===== src/rtl/sum_accum_pkg.sv =====
// Shared types and reset constants for the sum_accum windowed accumulator.
// Optional feature macro used by the slice: SUM_ACCUM_SATURATE_EN.
package sum_accum_pkg;

  typedef enum logic [0:0] {
    ACCUM = 1'b0,
    HOLD  = 1'b1
  } state_e;

  localparam state_e     RST_STATE = ACCUM;
  localparam logic [7:0] RST_COUNT = 8'd0;
  localparam logic       RST_OVF   = 1'b0;

endpackage


===== src/rtl/sum_accum_add.sv =====
// Accumulator adder: acc + zero-extended sample -> next acc and overflow flag.
// With SUM_ACCUM_SATURATE_EN the result clamps at all-ones; otherwise it wraps.
module sum_accum_add
  import sum_accum_pkg::*;
#(
  parameter int unsigned OUT_W = 16
) (
  input  logic [OUT_W-1:0] acc,
  input  logic [7:0]       sample,
  output logic [OUT_W-1:0] acc_next,
  output logic             ovf
);

`ifdef SUM_ACCUM_SATURATE_EN
  logic [OUT_W:0] sum_wide;

  always_comb begin
    sum_wide = {1'b0, acc} + (OUT_W + 1)'(sample);
    ovf      = sum_wide[OUT_W];
    acc_next = ovf ? '1 : sum_wide[OUT_W-1:0];
  end
`else
  always_comb begin
    acc_next = acc + OUT_W'(sample);
    ovf      = 1'b0;
  end
`endif

endmodule


===== src/rtl/sum_accum.sv =====
// Windowed sample accumulator: sums WINDOW accepted samples (or fewer on flush)
// and holds the total until consumed. Macro SUM_ACCUM_SATURATE_EN selects clamping.
module sum_accum
  import sum_accum_pkg::*;
#(
  parameter int unsigned WINDOW = 4,   // legal 2..255
  parameter int unsigned OUT_W  = 16   // legal 8..32
) (
  input  logic             clock,
  input  logic             reset_n,
  input  logic [7:0]       sig_sum,
  input  logic             in_valid,
  output logic             in_ready,
  input  logic             sig_flush,
  output logic [OUT_W-1:0] out_total,
  output logic [7:0]       out_count,
  output logic             out_ovf,
  output logic             out_valid,
  input  logic             out_ready
);

  localparam logic [7:0] WinCnt = 8'(WINDOW);

  state_e           state_q, state_d;
  logic [OUT_W-1:0] acc_q, acc_d;
  logic [7:0]       cnt_q, cnt_d;
  logic             ovf_q, ovf_d;
  logic [OUT_W-1:0] total_q, total_d;
  logic [7:0]       count_q, count_d;
  logic             out_ovf_q, out_ovf_d;

  logic [OUT_W-1:0] add_next;
  logic             add_ovf;
  logic             accept;
  logic [7:0]       cnt_inc;
  logic [OUT_W-1:0] acc_sel;
  logic             ovf_sel;
  logic             close_win;

  sum_accum_add #(
    .OUT_W(OUT_W)
  ) u_add (
    .acc     (acc_q),
    .sample  (sig_sum),
    .acc_next(add_next),
    .ovf     (add_ovf)
  );

  // Both handshake readies are pure functions of state, so neither output
  // has a combinational path from the opposite-side valid/ready.
  assign in_ready  = (state_q == ACCUM);
  assign out_valid = (state_q == HOLD);
  assign out_total = total_q;
  assign out_count = count_q;
  assign out_ovf   = out_ovf_q;

  always_comb begin
    accept    = in_valid && (state_q == ACCUM);
    cnt_inc   = cnt_q + {7'd0, accept};
    acc_sel   = accept ? add_next : acc_q;
    ovf_sel   = ovf_q | (accept & add_ovf);
    close_win = (accept && (cnt_inc == WinCnt)) ||
                (sig_flush && ((cnt_q != 8'd0) || accept));
  end

  always_comb begin
    state_d   = state_q;
    acc_d     = acc_q;
    cnt_d     = cnt_q;
    ovf_d     = ovf_q;
    total_d   = total_q;
    count_d   = count_q;
    out_ovf_d = out_ovf_q;
    case (state_q)
      ACCUM: begin
        acc_d = acc_sel;
        cnt_d = cnt_inc;
        ovf_d = ovf_sel;
        if (close_win) begin
          total_d   = acc_sel;
          count_d   = cnt_inc;
          out_ovf_d = ovf_sel;
          state_d   = HOLD;
        end
      end
      HOLD: begin
        if (out_ready) begin
          acc_d   = '0;
          cnt_d   = RST_COUNT;
          ovf_d   = RST_OVF;
          state_d = ACCUM;
        end
      end
      default: state_d = RST_STATE;
    endcase
  end

  always_ff @(posedge clock or negedge reset_n) begin
    if (!reset_n) begin
      state_q   <= RST_STATE;
      acc_q     <= '0;
      cnt_q     <= RST_COUNT;
      ovf_q     <= RST_OVF;
      total_q   <= '0;
      count_q   <= RST_COUNT;
      out_ovf_q <= RST_OVF;
    end else begin
      state_q   <= state_d;
      acc_q     <= acc_d;
      cnt_q     <= cnt_d;
      ovf_q     <= ovf_d;
      total_q   <= total_d;
      count_q   <= count_d;
      out_ovf_q <= out_ovf_d;
    end
  end

endmodule


===== config.mk =====
export PLATFORM = sky130hd
export DESIGN_NAME = sum_accum
export DESIGN_NICKNAME = d
export VERILOG_FILES = /design/src/rtl/sum_accum_pkg.sv /design/src/rtl/sum_accum_add.sv /design/src/rtl/sum_accum.sv
export SDC_FILE = /design/constraint.sdc
export NUM_CORES = 1
export LEC_CHECK = 0
export ABC_AREA = 1
export CAP_MARGIN = 20
export CORE_MARGIN = 2
export CORE_UTILIZATION = 54
export CTS_BUF_LIST = sky130_fd_sc_hd__clkbuf_8 sky130_fd_sc_hd__clkbuf_16
export DETAILED_ROUTE_END_ITERATION = 8
export PLACE_DENSITY = 0.77
export SKIP_CTS_REPAIR_TIMING = 1
export SLEW_MARGIN = 20
export SYNTH_ARGS = -nofsm -noshare
export SYNTH_HDL_FRONTEND = slang
export SYNTH_SLANG_ARGS = --single-unit
export TNS_END_PERCENT = 50

===== constraint.sdc =====
create_clock -name clock -period 2.8 [get_ports clock]
set_clock_uncertainty 0.05 [all_clocks]
set_input_delay 0.7 -clock clock [delete_from_list [all_inputs] [get_ports clock]]
set_output_delay 0.7 -clock clock [all_outputs]
set_load 0.02 [all_outputs]

* Yosys cells after proc, flatten, opt, wreduce, memory -nomap -nowiden *
Index checks and enable logic that the tools add are counted.

storage, ports and cells
  logic and storage cells = 30
  input bits = 13
  register bits = 51

cells by class
  multiplexer cells = 10
  equal/unequal tests = 2
  reduce and logical (&&, ||, !) cells = 8
  $add $sub $neg = 2
  bitwise gates (word level) = 1

operator list
  kind                                                                   number
  16-bit 2-to-1 mux                                                      2
  16-bit one-hot mux with 2 select lines                                 1
  16-bit by 8-bit adder with 16-bit output                               1
  8-bit one-hot mux with 2 select lines                                  1
  8-bit by 1-bit adder with 8-bit output                                 1
  8-bit by 3-bit equality test with 1-bit output, second input constant  1
  8-bit 2-to-1 mux                                                       1
  8-bit nonzero test                                                     1
  1-bit 2-to-1 mux                                                       4
  2-bit AND reduction                                                    2
  1-bit logical AND                                                      3
  1-bit logical OR                                                       2
  2-bit != test, second input constant                                   1
  1-bit one-hot mux with 2 select lines                                  1
  1-bit inverter                                                         1

* Depth between registers and ports, before layout *
  depth after elaboration = 8
  depth in mapped cells = 17
  depth with buffers taken out = 14

* Hierarchy *
Synthesis repeated with hierarchy kept, for this count alone.

second synthesis, totals
  cells, all modules = 421
  area total of the unflattened synthesis = 3181.8 um^2

by module, submodules not included
  module         cells each  instances  area each (um^2)  seq. area each (um^2)
  sum_accum      293         1          2513.7            1276.2
  sum_accum_add  128         1          668.1             0.0

* Worst setup path after synthesis *
No wires, ideal clock.

  path kind = in2reg
  start point = input port in_valid
  end point = register total_q[4], in the netlist out_total[4]
  required time = 2.623 ns
  stages = 17
  path slack = 0.090 ns
  library setup time = 0.127 ns
  path buffers = 3
  data arrival time = 2.533 ns
  cell sequence = inv_1 nor2_1 buf_2 buf_2 ha_1 ha_1 nor2_1 nand2_1 nor2_1 nand3_1 nor2_1 nand2_1 nand2_1 nand2_2 buf_6 nand2_1 o21ai_2

between the ends
  cells in the longest elaborated chain, start to end = 6

RTL lines
  item                                            line              RTL
  start, declared                                 sum_accum.sv:12   input logic in_valid,
  1-bit logical AND                               sum_accum.sv:58   accept = in_valid && (state_q == ACCUM);
  8-bit by 1-bit adder with 8-bit output          sum_accum.sv:59   cnt_inc = cnt_q + {7'd0, accept};
  named net cnt_inc[1]                            sum_accum.sv:35   logic [7:0] cnt_inc;
  8-bit by 3-bit equality test with 1-bit output  sum_accum.sv:62   close_win = (accept && (cnt_inc == WinCnt)) ||
  1-bit logical AND                               sum_accum.sv:62
  1-bit logical OR                                sum_accum.sv:62
  2-bit AND reduction (no line)                   --
  end signal, assigned                            sum_accum.sv:112  total_q <= total_d;
  end, declared                                   sum_accum.sv:28   logic [OUT_W-1:0] total_q, total_d;

The timed path passes the listed nets, and every way through them passes these cells.
A chain may end at the register's enable or synchronous reset.

* Worst setup path after layout *
  start point = input port in_valid
  end point = register total_q[1], in the netlist out_total[1]

between the ends
  cells in the longest elaborated chain, start to end = 6

RTL lines
  item                                            line
  1-bit logical AND *                             sum_accum.sv:58
  8-bit by 1-bit adder with 8-bit output          sum_accum.sv:59
  8-bit by 3-bit equality test with 1-bit output  sum_accum.sv:62
  1-bit logical AND                               sum_accum.sv:62
  1-bit logical OR                                sum_accum.sv:62
  2-bit AND reduction (no line)                   --

Every way passes the cells marked *; elsewhere a longest branch is shown, timed or not.

==> results.json <==
{
  "powerDensity_nw_per_um2": 962,
  "cts_buffers": 5,
  "totalWireLength_um": 6490,
  "die_x_um": 76.3,
  "ys.warnings.count": 0,
  "ir_drop_uv": 491,
  "place_ws_ps": -133,
  "slew_viol_final": 0,
  "synth_fp_nets": 391,
  "fin_cells": 488,
  "r2r_start": "out_valid",
  "status": "finished clean",
  "timing.final.crit_period_ps": 2660,
  "synth.largest_area_cell": "dfrtp_1",
  "fmax_mhz": 376,
  "start_kind": "input port",
  "htree_levels": 2,
  "grt_antenna_before_repair": 0,
  "synth_area_um2": 2820,
  "num_vias": 2546,
  "drv_cap": 0,
  "cts.sinks": 49,
  "wl_per_cell_um": 13.3,
  "cpPeakStageDelay_ps": 490,
  "crit_fanout": 22,
  "yosys-top-cells-area": "dfrtp_1 43%, nand2_1 18%, inv_1 5.7%",
  "grt_usage_pct": 24.1,
  "die_y_um": 76.3,
  "crit_top_cell": "nand2_1",
  "initial_utilization_pct": 55.5,
  "p_leak_nw": 1.73,
  "rows": 26,
  "hpwl_um": 4830,
  "core_um2": 5070,
  "synthDominantCellAreaShare_pct": 43.5,
  "drt_pass1_iterations": 4,
  "synthCells": 367,
  "nets": 441,
  "crit_path_end_kind": "register",
  "whs_ps": 323,
  "drive_above_1_share_pct": 12.2,
  "cp_data_arrival_time_ps": 2800,
  "fill_cells": 447,
  "synth_ff_type": "dfrtp_1",
  "syn_to_final_growth_pct": 23.6,
  "root_buffer": "clkbuf_8",
  "drc": 0,
  "layout_setup_ws_ps": 143,
  "grt_max_degree": 27,
  "grt_overflow": 0,
  "clkTransAtPathRegs_ps": 90,
  "hold_violations": 0,
  "worst_ep_required_time_ps": 2940,
  "fp.dieArea_um2": 5810,
  "io_pins": 40,
  "cts_buffer_depth": 2,
  "crit_type": "input port to register",
  "utilization_pct": 68.6,
  "seqCellArea_um2": 1230,
  "synth-edff-count": 0,
  "insertion_delay_ps": 300,
  "crit_start": "in_valid",
  "placedCellCount": 480,
  "r2r_slack_ps": 590,
  "gp_congestion": 0.904,
  "antenna_cells": 0,
  "hold_path_class": "input port to async pin",
  "ys_top_cells_by_count": "137 x nand2_1, 49 x dfrtp_1, 43 x inv_1",
  "viasPerCell": 5.22,
  "port_buffers": 38,
  "multi_input_area_um2": 1340,
  "syn_area_per_cell_um2": 7.68,
  "seq_area_frac_synth_pct": 43.5,
  "rsz0062_at_grt": "false",
  "crit_chain": "clkdlybuf4s50_1, inv_1, nor2_1, ha_1, buf_4, inv_1, nor2_2, nand2_1, nand2_1, nand2_1, nor2_1, nand2_1, nand2_1, nand2_2, buf_12, nand2_1, o21ai_2",
  "relSlewSlack_pct": 61.2,
  "grt_pass1_wl_um": 11300,
  "async_flop_share_pct": 100,
  "finalCritPeriodShare_pct": 94.9,
  "cts_tree": "done",
  "worst_slew_pin_slew_ps": 582,
  "setup-tns-final_ps": 0,
  "ys_types": 27,
  "crit_slowest_cell": "clkdlybuf4s50_1",
  "first_global_vias": 2478,
  "drt_iter0_drc": 152,
  "drtAntennaViolNets": 0,
  "synth_most_common_cell": "nand2_1",
  "synth_seq_cells": 49,
  "setup_viol": 0
}
through the flow:
stage / instance area (um2) / power, W
after global routing: 3480 / 0.00361
after floorplan: 2820 / 0.00221
after detailed placement: 3360 / 0.00282
after CTS: 3480 / 0.00336
final: 3480 / 0.00335
after global placement: 3360 / 0.00278
sequential cells by signal, summed over array words and instances (netlist names):
signal and flops:
out_valid 1, cnt_q 8, acc_q 16, out_count 8, out_total 16
worst max-delay path: cells and delay by family:
| family | cells | cell delay [ps] |
|---|---|---|
| AO/OA/AOI/OAI | 1 | 60 |
| adder cells (fa/ha/maj) | 1 | 190 |
| buffers and inverters | 5 | 900 |
| AND/OR/NAND/NOR | 10 | 950 |
logic make-up after synthesis:
group           after synthesis  synth area share (%)
compound gates               51                  11.8
xor+xnor                      6                  1.86
fa+ha+maj                    11                  5.15
buf+inv                      56                  9.01
flops                        49                  43.5
other cells                   1                 0.133
simple gates                193                  28.5
where the power goes:
part | internal, W | leakage, nW | switching (W)
sequential | 0.000920 | 0.654 | 0.000158
clock | 0.000291 | 0.0574 | 0.000241
combinational | 0.000704 | 1.02 | 0.00104
total | 0.00192 | 1.73 | 0.00144
placed cells by master, fill, tap and decap left out, drive strengths merged, types with 10 or more instances in the layout:
master / count
nand2: 139
dfrtp: 49
inv: 44
clkdlybuf4s50: 37
o21ai: 33
nand3: 21
nor2: 19
buf: 18
o22ai: 11
ha: 10
nand4: 10
layer usage:
layer / vias up / track usage, % / wire [um]
met2: 70 / 40.4 / 3160
met5: - / 0 / 0
met1: 1189 / 31.8 / 2980
li1: 1274 / - / -
met4: 0 / 8.73 / 105
met3: 13 / 3.79 / 256
path summary, 6_finish.rpt:
kind / cells past startpoint / endpoint
setup / recovery: 17 / out_total[1]
hold / removal: 1 / cnt_q[7]
setup reg to reg: 15 / out_total[1]
hold reg to reg: 2 / out_total[11]
max in group asynchronous: 2 / out_count[0]
min in group clock: 2 / out_total[11]
layout make-up:
cell class                 count  share of cell area [%]
inverter                      44                    4.74
sequential                    49                    35.2
multi-input combinational    262                    38.6
timing repair buffer          55                    15.5
clock inverter                 2                    1.08
clock buffer                   6                    2.37
tap                           70                    2.51
Power figures use the tool's default switching activity.
